--- config.mk ---
export PLATFORM = sky130hd
export DESIGN_NAME = rx78_cart_loader
export DESIGN_NICKNAME = d
export VERILOG_FILES = /design/src/rtl/rx78_cart_loader.sv
export SDC_FILE = /design/constraint.sdc
export NUM_CORES = 1
export LEC_CHECK = 0
export ABC_CLOCK_PERIOD_IN_PS = 7300
export BUFFER_PORTS_ARGS = -buffer_cell sky130_fd_sc_hd__buf_2
export CAP_MARGIN = 20
export CORE_AREA = 2 2 152 154
export DETAILED_ROUTE_END_ITERATION = 8
export DIE_AREA = 0 0 154 156
export PLACE_DENSITY_LB_ADDON = 0.12
export SETUP_SLACK_MARGIN = 0.4
export SLEW_MARGIN = 20
export SYNTH_ARGS = -nofsm -noshare
export SYNTH_HDL_FRONTEND = slang
export SYNTH_SLANG_ARGS = --single-unit
--- constraint.sdc ---
create_clock -name clk -period 7.3 [get_ports clk]
set_input_delay 1.46 -clock clk [delete_from_list [all_inputs] [get_ports clk]]
set_output_delay 1.46 -clock clk [all_outputs]
set_load 0.05 [all_outputs]
--- src/rtl/rx78_cart_loader.sv ---
// rx78 cartridge upload port: buffers the host ioctl download stream, replays it to the
// core at a fixed pace, then sweeps VRAM and holds the core in reset until done.
module rx78_cart_loader #(
  parameter logic [7:0]  CART_INDEX  = 8'd1,
  parameter logic [7:0]  SWEEP_INDEX = 8'hFF,
  parameter int unsigned FIFO_DEPTH  = 4,
  parameter int unsigned PACE        = 2,
  parameter int unsigned MAX_BYTES   = 32768,
  parameter int unsigned SWEEP_LEN   = 8192,
  parameter int unsigned HOLD_CYCLES = 16
) (
  input  logic        clk,
  input  logic        reset_n,
  input  logic        ioctl_download,
  input  logic [7:0]  ioctl_index,
  input  logic [24:0] ioctl_addr,
  input  logic [7:0]  ioctl_dout,
  input  logic        ioctl_wr,
  output logic        ioctl_wait,
  output logic        upload,
  output logic [7:0]  upload_index,
  output logic [24:0] upload_addr,
  output logic [7:0]  upload_data,
  output logic        core_reset,
  output logic [24:0] loaded_size,
  output logic        overflow
);

  localparam int unsigned ADDR_W  = 25;
  localparam int unsigned DATA_W  = 8;
  localparam int unsigned ENTRY_W = ADDR_W + DATA_W;
  localparam int unsigned PTR_W   = $clog2(FIFO_DEPTH);
  localparam int unsigned CNT_W   = PTR_W + 1;
  localparam int unsigned PACE_W  = $clog2(PACE) + 1;
  localparam int unsigned HOLD_W  = $clog2(HOLD_CYCLES) + 1;

  localparam logic [ADDR_W-1:0] MAX_ADDR    = ADDR_W'(MAX_BYTES);
  localparam logic [ADDR_W-1:0] SWEEP_LAST  = ADDR_W'(SWEEP_LEN - 1);
  localparam logic [PACE_W-1:0] PACE_RELOAD = PACE_W'(PACE - 1);
  localparam logic [HOLD_W-1:0] HOLD_LAST   = HOLD_W'(HOLD_CYCLES - 1);
  localparam logic [CNT_W-1:0]  FULL_CNT    = CNT_W'(FIFO_DEPTH);

  typedef enum logic [2:0] {
    S_IDLE  = 3'd0,
    S_LOAD  = 3'd1,
    S_DRAIN = 3'd2,
    S_SWEEP = 3'd3,
    S_HOLD  = 3'd4
  } state_t;

  state_t state, next_state;

  // FIFO storage and control
  logic [ENTRY_W-1:0] mem [FIFO_DEPTH];
  logic [PTR_W-1:0]   rd_ptr, wr_ptr;
  logic [CNT_W-1:0]   count, count_d;
  logic               fifo_empty, fifo_full;
  logic               cart_wr, push, pop, drop;
  logic [ADDR_W-1:0]  head_addr, pop_size;
  logic [DATA_W-1:0]  head_data;

  // Pace / hold counters
  logic [PACE_W-1:0]  pace_cnt, pace_d;
  logic [HOLD_W-1:0]  hold_cnt, hold_d;
  logic               pace_idle;

  // Next values of registered outputs
  logic               ioctl_wait_d, upload_d, core_reset_d, overflow_d;
  logic [7:0]         upload_index_d;
  logic [ADDR_W-1:0]  upload_addr_d, loaded_size_d;
  logic [DATA_W-1:0]  upload_data_d;

  // FIFO push/pop decisions; a full FIFO still accepts when it pops the same cycle
  always_comb begin
    fifo_empty = (count == '0);
    fifo_full  = (count == FULL_CNT);
    pace_idle  = (pace_cnt == '0);
    head_addr  = mem[rd_ptr][ENTRY_W-1:DATA_W];
    head_data  = mem[rd_ptr][DATA_W-1:0];
    pop_size   = (head_addr >= MAX_ADDR) ? MAX_ADDR : head_addr + ADDR_W'(1);
    cart_wr    = ioctl_wr && (ioctl_index == CART_INDEX) && (state == S_LOAD);
    pop        = ((state == S_LOAD) || (state == S_DRAIN)) && !fifo_empty && pace_idle;
    push       = cart_wr && (ioctl_addr < MAX_ADDR) && (!fifo_full || pop);
    drop       = cart_wr && !push;
    case ({push, pop})
      2'b10:   count_d = count + CNT_W'(1);
      2'b01:   count_d = count - CNT_W'(1);
      default: count_d = count;
    endcase
  end

  // FIFO pointers and occupancy
  always_ff @(posedge clk) begin
    if (!reset_n) begin
      rd_ptr <= '0;
      wr_ptr <= '0;
      count  <= '0;
    end else begin
      if (push) wr_ptr <= wr_ptr + PTR_W'(1);
      if (pop)  rd_ptr <= rd_ptr + PTR_W'(1);
      count <= count_d;
    end
  end

  // FIFO storage write
  always_ff @(posedge clk) begin
    if (push) mem[wr_ptr] <= {ioctl_addr, ioctl_dout};
  end

  // State register
  always_ff @(posedge clk) begin
    if (!reset_n) state <= S_IDLE;
    else          state <= next_state;
  end

  // Next-state logic
  always_comb begin
    next_state = state;
    case (state)
      S_IDLE:  if (ioctl_download && (ioctl_index == CART_INDEX)) next_state = S_LOAD;
      S_LOAD:  if (!ioctl_download) next_state = S_DRAIN;
      S_DRAIN: if (fifo_empty && pace_idle) next_state = S_SWEEP;
      S_SWEEP: if (pace_idle && (upload_addr == SWEEP_LAST)) next_state = S_HOLD;
      S_HOLD:  if (hold_cnt == HOLD_LAST) next_state = S_IDLE;
      default: next_state = S_IDLE;
    endcase
  end

  // Output / datapath next values, keyed on the state being entered
  always_comb begin
    upload_d       = 1'b0;
    upload_index_d = 8'h00;
    core_reset_d   = (next_state != S_IDLE);
    ioctl_wait_d   = (next_state == S_LOAD) && (count_d == FULL_CNT);
    upload_addr_d  = upload_addr;
    upload_data_d  = upload_data;
    loaded_size_d  = loaded_size;
    overflow_d     = overflow;
    pace_d         = pace_idle ? '0 : pace_cnt - PACE_W'(1);
    hold_d         = '0;

    case (next_state)
      S_LOAD, S_DRAIN: begin
        upload_d       = 1'b1;
        upload_index_d = CART_INDEX;
      end
      S_SWEEP: begin
        upload_d       = 1'b1;
        upload_index_d = SWEEP_INDEX;
      end
      default: ;
    endcase

    if ((state == S_IDLE) && (next_state == S_LOAD)) begin
      upload_addr_d = '0;
      upload_data_d = '0;
      loaded_size_d = '0;
      overflow_d    = 1'b0;
    end

    if (drop) overflow_d = 1'b1;

    if (pop) begin
      upload_addr_d = head_addr;
      upload_data_d = head_data;
      pace_d        = PACE_RELOAD;
      if (pop_size > loaded_size) loaded_size_d = pop_size;
    end

    if ((state == S_DRAIN) && (next_state == S_SWEEP)) begin
      upload_addr_d = '0;
      upload_data_d = '0;
      pace_d        = PACE_RELOAD;
    end

    if (state == S_SWEEP) begin
      upload_data_d = '0;
      if (next_state == S_HOLD) begin
        upload_addr_d = '0;
      end else if (pace_idle) begin
        upload_addr_d = upload_addr + ADDR_W'(1);
        pace_d        = PACE_RELOAD;
      end
    end

    if ((state == S_HOLD) && (next_state == S_HOLD)) hold_d = hold_cnt + HOLD_W'(1);
  end

  // Registered outputs and counters
  always_ff @(posedge clk) begin
    if (!reset_n) begin
      ioctl_wait   <= 1'b0;
      upload       <= 1'b0;
      upload_index <= 8'h00;
      upload_addr  <= '0;
      upload_data  <= '0;
      core_reset   <= 1'b0;
      loaded_size  <= '0;
      overflow     <= 1'b0;
      pace_cnt     <= '0;
      hold_cnt     <= '0;
    end else begin
      ioctl_wait   <= ioctl_wait_d;
      upload       <= upload_d;
      upload_index <= upload_index_d;
      upload_addr  <= upload_addr_d;
      upload_data  <= upload_data_d;
      core_reset   <= core_reset_d;
      loaded_size  <= loaded_size_d;
      overflow     <= overflow_d;
      pace_cnt     <= pace_d;
      hold_cnt     <= hold_d;
    end
  end

endmodule

Word level (Yosys, flattened, before mapping)
Memory sizes are Yosys's and may differ from the RTL's. A register that Yosys moved wholly into a read port is not among the register bits.
Index checks and enable logic that the tools add are counted.

word-level totals
  memories kept = 1
  memory bits (writable) = 132
  register bits = 87

operators by class
  order comparisons = 3
  bitwise gates (word level) = 1
  equality and inequality tests = 15
  multiplexer cells = 33
  add/subtract/negate cells = 8
  reductions and logical operators = 29

memories
  name  depth  bits a word  rd ports  clocked after memory_dff  wr ports  line  RTL
  mem   4      33           1         1                         1         54    logic [ENTRY_W-1:0] mem [FIFO_DEPTH];

operator list
  kind                   count
  $mux 25                10
  $add 25x1->25 const B  2
  $eq 25x13->1 const B   1
  $ge 25x16->1 const B   1
  $gt 25x25->1           1
  $lt 25x16->1 const B   1
  $mux 2                 8
  $mux 8                 2
  $pmux 8 s2             1
  $mux 3                 5
  $pmux 3 s5             1
  $logic_and 1x1->1      14
  $eq 3x2->1 const B     4
  $eq 3x3->1 const B     4
  $eq 8x1->1 const B     1
  $eq 3x1->1 const B     2
  $logic_not 3->1        2
  $pmux 3 s2             1
  $reduce_or 3->1        2
  $add 5x1->5 const B    1
  $eq 5x4->1 const B     1
  $mux 1                 5
  $add 2x1->2 const B    2
  $reduce_bool 2->1      2
  other kinds (12)       15

Longest topological paths before layout
Gate-level depths: netlist of run 1.

  depth in word-level cells = 12
  mapped depth = 16

Least setup slack after synthesis of run 1
OpenSTA, ideal clock, no wires.

  path type = reg2reg
  start point = register with a tool-made name
  end point = register loaded_size[10]
  arrival time = 3848 ps
  cell stages (with the launch flop) = 17
  required time = 7183 ps
  library setup time = 117 ps
  path slack = 3336 ps
  path buffers = 2
  cells stage by stage = dfxtp_1 -> buf_6 -> mux4_2 -> ha_1 -> nor2b_1 -> a22o_1 -> and3_1 -> xor2_1 -> nor2b_1 -> ha_1 -> nand4_1 -> nor3_1 -> and3_1 -> a2111oi_2 -> a21oi_1 -> clkbuf_1 -> a22o_1

RTL lines
  what                    line  RTL
  end signal: assignment  209   loaded_size <= loaded_size_d;
  end: declaration        25    output logic [24:0] loaded_size,

==> flow_metrics.py, run 1 <==
metrics = {
    "synthesis": {
        "count_of_flip_flops_with_a_built_in_enable_after_synthesis": 132,
        "post_synth.cell_area_avg_um2": 12.1,
        "netlist_instances": 816,
        "synthTopCellsByCount": "sky130_fd_sc_hd__edfxtp_1, sky130_fd_sc_hd__dfxtp_1, sky130_fd_sc_hd__a21oi_1",
        "ys_warn_count": 0,
        "post_synth_num_cell_types": 62,
        "synth-seq-cells": 214,
        "ys_seq_area_share_pct": 56.6,
        "synth_ff_type": "sky130_fd_sc_hd__edfxtp_1",
        "synth_area_leader_cell": "sky130_fd_sc_hd__edfxtp_1",
        "syn-cell-area_mm2": 0.00990,
        "post-synth-top-area-fraction_pct": 40.0,
        "ys_top_cells_by_area": "sky130_fd_sc_hd__edfxtp_1, sky130_fd_sc_hd__dfxtp_1, sky130_fd_sc_hd__mux4_2",
        "ys_async_sr_fraction_pct": 0,
        "synth_most_common_cell": "sky130_fd_sc_hd__edfxtp_1",
    },
    "floorplanning": {
        "die-area_mm2": 0.0240,
        "floorplan_core_area_mm2": 0.0224,
        "chipWidth_um": 154,
        "floorplan.initialDensity_pct": 44.3,
        "boundaryPins": 115,
        "dieHeight_um": 156,
        "num_rows": 55,
    },
    "grt": {
        "grt_remaining_overflow": 0,
        "antenna_violations_before_repair": 0,
        "maximum_number_of_pins_on_one_net_before_global_route_repair": 40,
        "grt_pass1_wl_mm": 36.2,
        "first_global_vias": 6651,
        "groute.usage.overall_pct": 19.0,
    },
    "power_and_ir_drop": {
        "p_total_w": 0.00258,
        "share_seq_of_total_power_pct": 49.6,
        "net-switching-power_w": 0.000490,
        "vdd_ir_drop_max_mv": 0.147,
        "intPower_w": 0.00209,
        "sw_frac_of_total_pct": 19.0,
        "power.share.clock_pct": 48.8,
        "power.combinational.fraction_pct": 1.6,
        "pwr_density_cell_mw_per_mm2": 223,
        "leakagePower_nw": 4.28,
    },
    "detailed_routing": {
        "post_drt_wl_per_cell_um": 18.5,
        "detailedRoute.firstIterationViolations": 406,
        "remaining_drc_errors": 0,
        "vias": 6861,
        "drtPass1Iterations": 5,
        "wl_mm": 23.0,
        "detail_route.vias_per_cell": 5.54,
        "ant_nets": 0,
    },
    "critical_path": {
        "setup.worst_path.class": "reg2reg",
        "cp-end-kind": "flip-flop",
        "worstPathMaxFanout": 29,
        "worst_ep_required_time_ps": 7750,
        "critPathLaunchType": "flip-flop",
        "critical_path.reg2reg.endpoint": "loaded_size[11]$_SDFF_PN0_",
        "rrSetupSlack_ps": 2300,
        "critPathArrivalTime_ps": 5440,
        "worst-r2r-cell-count": 12,
    },
    "finish": {
        "area_growth_pct": 16.8,
        "share_of_layout_cells_above_drive_strength_1_pct": 22.7,
        "diodes": 0,
        "final_net_count": 1015,
    },
    "min_path": {
        "hold_path_end": "hold_cnt[0]$_SDFF_PN0_",
        "hold_path.class": "reg2reg",
        "worstHoldPathCells": 1,
        "worstHoldStart": "hold_cnt[0]$_SDFF_PN0_",
    },
    "placed_design": {
        "dpl.hpwl_mm": 15.6,
        "gp_routability_congestion": 0.837,
        "placement.io_buffers": 114,
    },
    "outcome": {
        "outcome": "completed",
    },
    "cts": {
        "clk_path_buf_depth": 3,
        "cts-root-buf": "sky130_fd_sc_hd__clkbuf_16",
        "postCtsSetupBuffers": 0,
        "clk_pin_slew_worst_paths_ps": 60,
        "htreeDepth": 1,
        "tritoncts_buffer_count": 24,
        "cts_repair_resize_count": 0,
        "worst_skew_pair.late_latency_ps": 510,
        "cts-hold-fix-buffers": 0,
        "tritoncts": "built",
        "cts.sinks": 214,
    },
    "timing": {
        "slew_headroom_pct": 30.8,
        "setup_repair_after_global_routing_missed_its_margin": "no",
        "setup_total_negative_slack_ps": 0,
        "timing.final.crit_period_ps": 5000,
        "final-max-slew-violation-count": 0,
        "worstMarginPinSlew_ps": 1030,
        "finalHoldViolCount": 0,
        "fin_worst_skew_ps": 11.0,
        "maximum_clock_rate_mhz": 200,
        "final.period_utilization_pct": 68.4,
        "finalSetupViolCount": 0,
    },
    "flow_run": {
        "drv_cap": 0,
    },
}
==> worst max-delay path by stage <==
stage	cells after the start	from	slack [ps]	end
finish	12	flip-flop	2300	loaded_size[11]$_SDFF_PN0_
global route	12	flip-flop	1850	loaded_size[11]$_SDFF_PN0_
detailed placement	12	flip-flop	2190	loaded_size[11]$_SDFF_PN0_
floorplan	16	flip-flop	3340	loaded_size[10]$_SDFF_PN0_
CTS	12	flip-flop	2180	loaded_size[11]$_SDFF_PN0_
global placement	12	flip-flop	2310	loaded_size[5]$_SDFF_PN0_
==> metal layers <==
layer  wire (µm)  vias to the layer above  global-route usage (%)
met5           0                        -                       0
met4         334                        0                    4.14
met3        1050                       30                    2.72
met2       10900                      164                    31.7
met1       10700                     3386                    26.7
li1            -                     3281                       -
==> worst max-delay path: stages, from the launching register on <==
cell	delay (ps)
sky130_fd_sc_hd__dfxtp_2	480
sky130_fd_sc_hd__buf_4	520
sky130_fd_sc_hd__mux4_2	630
sky130_fd_sc_hd__nor4_4	360
sky130_fd_sc_hd__nand3_2	480
sky130_fd_sc_hd__nor2b_1	260
sky130_fd_sc_hd__ha_1	260
sky130_fd_sc_hd__a21o_1	180
sky130_fd_sc_hd__a21o_1	170
sky130_fd_sc_hd__a211oi_1	270
sky130_fd_sc_hd__nand4b_1	250
sky130_fd_sc_hd__a21oi_1	770
sky130_fd_sc_hd__a22o_1	260
==> flip-flops by register name, indices dropped and copies added (netlist names), named ones only <==
register	cells
upload_data	8
upload_addr	25
rd_ptr	2
count	3
state	3
overflow	1
loaded_size	25
ioctl_wait	1
upload_index	2
mem	132
hold_cnt	5
core_reset	1
pace_cnt	2
wr_ptr	2
==> kinds of logic after synthesis <==
kind of cell,after synthesis,synth area share [%]
AND/OR/NAND/NOR,277,15.2
buffers and inverters,80,3.68
AO/OA/AOI/OAI,133,8.61
XOR/XNOR,39,3.45
adder cells (fa/ha/maj),35,4.50
multiplexers,37,7.94
flip-flops,214,56.6
other,1,0.0379
==> power by group through the flow <==
stage / Combinational [W] / Sequential, W / Clock, W
after global routing: 0.0000452 / 0.00128 / 0.00134
final: 0.0000401 / 0.00128 / 0.00126
after floorplan: 0.0000139 / 0.00131 / 0
after CTS: 0.0000397 / 0.00128 / 0.00130
after global placement: 0.0000387 / 0.00131 / 0
after detailed placement: 0.0000395 / 0.00131 / 0
==> area by class of cell <==
class | instances | area [µm²]
fillers | 2002 | 10800
flip-flops and latches | 214 | 5610
multi-input cells | 530 | 3960
repair buffers | 126 | 661
clock buffers | 29 | 641
well taps | 285 | 357
clock inverters | 15 | 194
inverters | 39 | 146
==> per-stage QoR <==
stage / cell area (µm²) / util (%) / instances / hold slack [ps] / setup WS [ps]
after detailed placement: 10700 / 48.0 / 1194 / 438 / 2190
after global placement: 10700 / 48.0 / 1194 / 432 / 2310
final: 11600 / 51.7 / 1238 / 446 / 2300
after CTS: 11600 / 51.7 / 1238 / 451 / 2180
after global routing: 11600 / 51.7 / 1238 / 483 / 1850
after floorplan: 9930 / - / 824 / 418 / 3340
==> cells in the final DEF, fill, tap and decap left out, drive strengths merged, types with 3 or more instances in the layout <==
cell / Yosys / layout
edfxtp: 132 / 132
buf: 23 / 126
dfxtp: 82 / 82
a21oi: 59 / 59
nor2: 58 / 58
nand2: 52 / 52
nand3: 50 / 50
inv: 39 / 39
ha: 34 / 34
mux4: 33 / 33
clkbuf: 18 / 29
xor2: 25 / 25
and3: 23 / 23
nor3: 23 / 23
o21ai: 16 / 16
nand4: 14 / 14
xnor2: 14 / 14
a22o: 12 / 12
o22ai: 12 / 12
nor4: 12 / 12
and2: 11 / 11
conb: 1 / 9
a21o: 8 / 8
clkinv: 0 / 8
o211ai: 7 / 7
or3: 6 / 6
nor2b: 5 / 5
bufinv: 0 / 5
and4: 4 / 4
a211oi: 4 / 4
nor4b: 4 / 4
or2: 3 / 3
nand4b: 3 / 3
a31oi: 3 / 3
nor3b: 3 / 3
Power figures use the tool's default switching activity.
==> run 2, diff against run 1 <==
ABC_CLOCK_PERIOD_IN_PS = 5100   (was 7300)
clock period = 5.1 ns   (was 7.3 ns; I/O delays follow)
==> flow_metrics.py, run 2 (synthesized netlist as in run 1, its figures left out) <==
metrics = {
    "power_and_ir_drop": {
        "p_total_w": 0.00366,
        "pwr_density_cell_mw_per_mm2": 316,
        "vdd_ir_drop_max_mv": 0.203,
        "leakagePower_nw": 4.28,
    },
    "placed_design": {
        "gp_routability_congestion": 0.849,
        "dpl.hpwl_mm": 16.1,
        "placement.io_buffers": 114,
    },
    "critical_path": {
        "critPathLaunchType": "flip-flop",
        "worst-r2r-cell-count": 12,
        "cp_slowest_cell": "sky130_fd_sc_hd__mux4_2",
        "critPathTopFamily": "simple AND/OR/NAND/NOR gates",
        "setup.worst_path.class": "reg2reg",
        "rrSetupSlack_ps": 750,
        "cp_num_cells": 12,
        "worst-path-buf-inv": 1,
        "worst_ep_required_time_ps": 5540,
        "timing.critical_path.cells": "buf_4 > mux4_2 > nor4_4 > nand3_2 > a21o_1 > ha_1 > nand4_1 > nor3_1 > o221ai_1 > and4b_1 > nor3_4 > a22o_1",
        "cp-end-kind": "flip-flop",
        "worstPathMaxFanout": 15,
        "critPathArrivalTime_ps": 4790,
        "cp_endpoint": "loaded_size[10]$_SDFF_PN0_",
        "cpPeakStageDelay_ps": 590,
        "critical_path.reg2reg.endpoint": "loaded_size[10]$_SDFF_PN0_",
    },
    "finish": {
        "final_core_utilization_pct": 51.8,
        "diodes": 0,
        "layout.cells.most_common": "sky130_fd_sc_hd__edfxtp_1",
        "largest-register": "mem",
        "fillCellCount": 1998,
        "top_regs": "mem: 132 flops, loaded_size: 25 flops, upload_addr: 25 flops",
        "largest_reg_flops": 132,
        "share_of_layout_cells_above_drive_strength_1_pct": 23.0,
        "area_growth_pct": 17.0,
        "leading_cell_types_in_the_layout_fill_and_taps_excluded": "sky130_fd_sc_hd__edfxtp_1, sky130_fd_sc_hd__buf_2, sky130_fd_sc_hd__dfxtp_1, sky130_fd_sc_hd__a21oi_1, sky130_fd_sc_hd__nor2_1",
        "final_net_count": 1019,
    },
    "detailed_routing": {
        "post_drt_wl_per_cell_um": 18.7,
        "ant_nets": 0,
        "drtPass1Iterations": 5,
        "wl_mm": 23.2,
        "detailedRoute.firstIterationViolations": 384,
        "remaining_drc_errors": 0,
        "vias": 6831,
        "detail_route.vias_per_cell": 5.50,
    },
    "timing": {
        "fin_worst_skew_ps": 16.6,
        "final-max-slew-violation-count": 0,
        "setup_total_negative_slack_ps": 0,
        "finalHoldViolCount": 0,
        "final.period_utilization_pct": 85.3,
        "maximum_clock_rate_mhz": 230,
        "worstMarginPinSlew_ps": 1030,
        "finalSetupViolCount": 0,
        "setup_repair_after_global_routing_missed_its_margin": "no",
        "timing.final.crit_period_ps": 4350,
        "slew_headroom_pct": 31.0,
    },
    "grt": {
        "antenna_violations_before_repair": 0,
        "grt_remaining_overflow": 0,
        "maximum_number_of_pins_on_one_net_before_global_route_repair": 40,
        "first_global_vias": 6644,
        "groute.usage.overall_pct": 19.2,
        "grt_pass1_wl_mm": 36.5,
    },
    "flow_run": {
        "drv_cap": 0,
    },
    "cts": {
        "tritoncts": "built",
        "cts-hold-fix-buffers": 0,
        "htreeDepth": 1,
        "cts.sinks": 214,
        "worst_skew_pair.late_latency_ps": 510,
        "clk_path_buf_depth": 3,
        "clk_pin_slew_worst_paths_ps": 60,
        "tritoncts_buffer_count": 24,
        "cts-root-buf": "sky130_fd_sc_hd__clkbuf_16",
    },
    "floorplanning": {
        "num_rows": 55,
        "boundaryPins": 115,
        "floorplan.initialDensity_pct": 44.3,
        "floorplan_core_area_mm2": 0.0224,
        "chipWidth_um": 154,
        "die-area_mm2": 0.0240,
        "dieHeight_um": 156,
    },
    "outcome": {
        "outcome": "completed",
    },
    "min_path": {
        "hold_path.class": "reg2reg",
    },
}
run 2: worst register-to-register path, stage by stage (launching register included):
cell and delay [ps]:
sky130_fd_sc_hd__dfxtp_2 370, sky130_fd_sc_hd__buf_4 300, sky130_fd_sc_hd__mux4_2 600, sky130_fd_sc_hd__nor4_4 330
sky130_fd_sc_hd__nand3_2 340, sky130_fd_sc_hd__a21o_1 300, sky130_fd_sc_hd__ha_1 300, sky130_fd_sc_hd__nand4_1 140
sky130_fd_sc_hd__nor3_1 370, sky130_fd_sc_hd__o221ai_1 220, sky130_fd_sc_hd__and4b_1 410, sky130_fd_sc_hd__nor3_4 420
sky130_fd_sc_hd__a22o_1 190
run 2: metrics by stage:
stage               hold WS (ps)  cells  setup WS, ps  instance area, µm²
floorplan                    418    824          1140                9930
CTS                          450   1242           539               11600
detailed placement           437   1198           553               10800
finish                       447   1242           751               11600
global placement             427   1198           627               10800
global route                 486   1242           416               11600
run 2: layout make-up:
cell class | count | area (µm²) | share of cell area [%]
sequential | 214 | 5610 | 48.4
inverter | 39 | 146 | 1.26
tap | 285 | 357 | 3.08
clock buffer | 36 | 667 | 5.76
multi-input combinational | 530 | 3970 | 34.3
clock inverter | 8 | 143 | 1.23
timing repair buffer | 130 | 691 | 5.96
run 2: how the worst min path moves through the flow:
stage / from / endpoint / depth (start not counted)
global placement: hold_cnt[0]$_SDFF_PN0_ / hold_cnt[0]$_SDFF_PN0_ / 1
detailed placement: hold_cnt[0]$_SDFF_PN0_ / hold_cnt[0]$_SDFF_PN0_ / 1
floorplan: hold_cnt[0]$_SDFF_PN0_ / hold_cnt[0]$_SDFF_PN0_ / 1
CTS: hold_cnt[0]$_SDFF_PN0_ / hold_cnt[0]$_SDFF_PN0_ / 1
finish: hold_cnt[0]$_SDFF_PN0_ / hold_cnt[0]$_SDFF_PN0_ / 1
global route: upload_data[5]$_SDFFE_PP0P_ / upload_data[5]$_SDFFE_PP0P_ / 2
run 2: repair_timing:
action | CTS | global route
endpoints found under the setup margin | 0 | 20
setup buffers | 0 | 0
gates resized for setup | 0 | 3
run 2: routing by layer:
metal  track usage [%]  vias up  routed length (µm)
met5                 0        -                   0
met4              4.18        0                 413
met3              2.83       35                1260
met2              31.1      192               10700
met1              27.5     3318               10800
li1                  -     3286                   -
run 2: power by group:
group,internal (W),switching (W)
logic,0.0000193,0.0000388
registers,0.00183,0.000000151
clock network,0.00110,0.000660
total,0.00296,0.000699
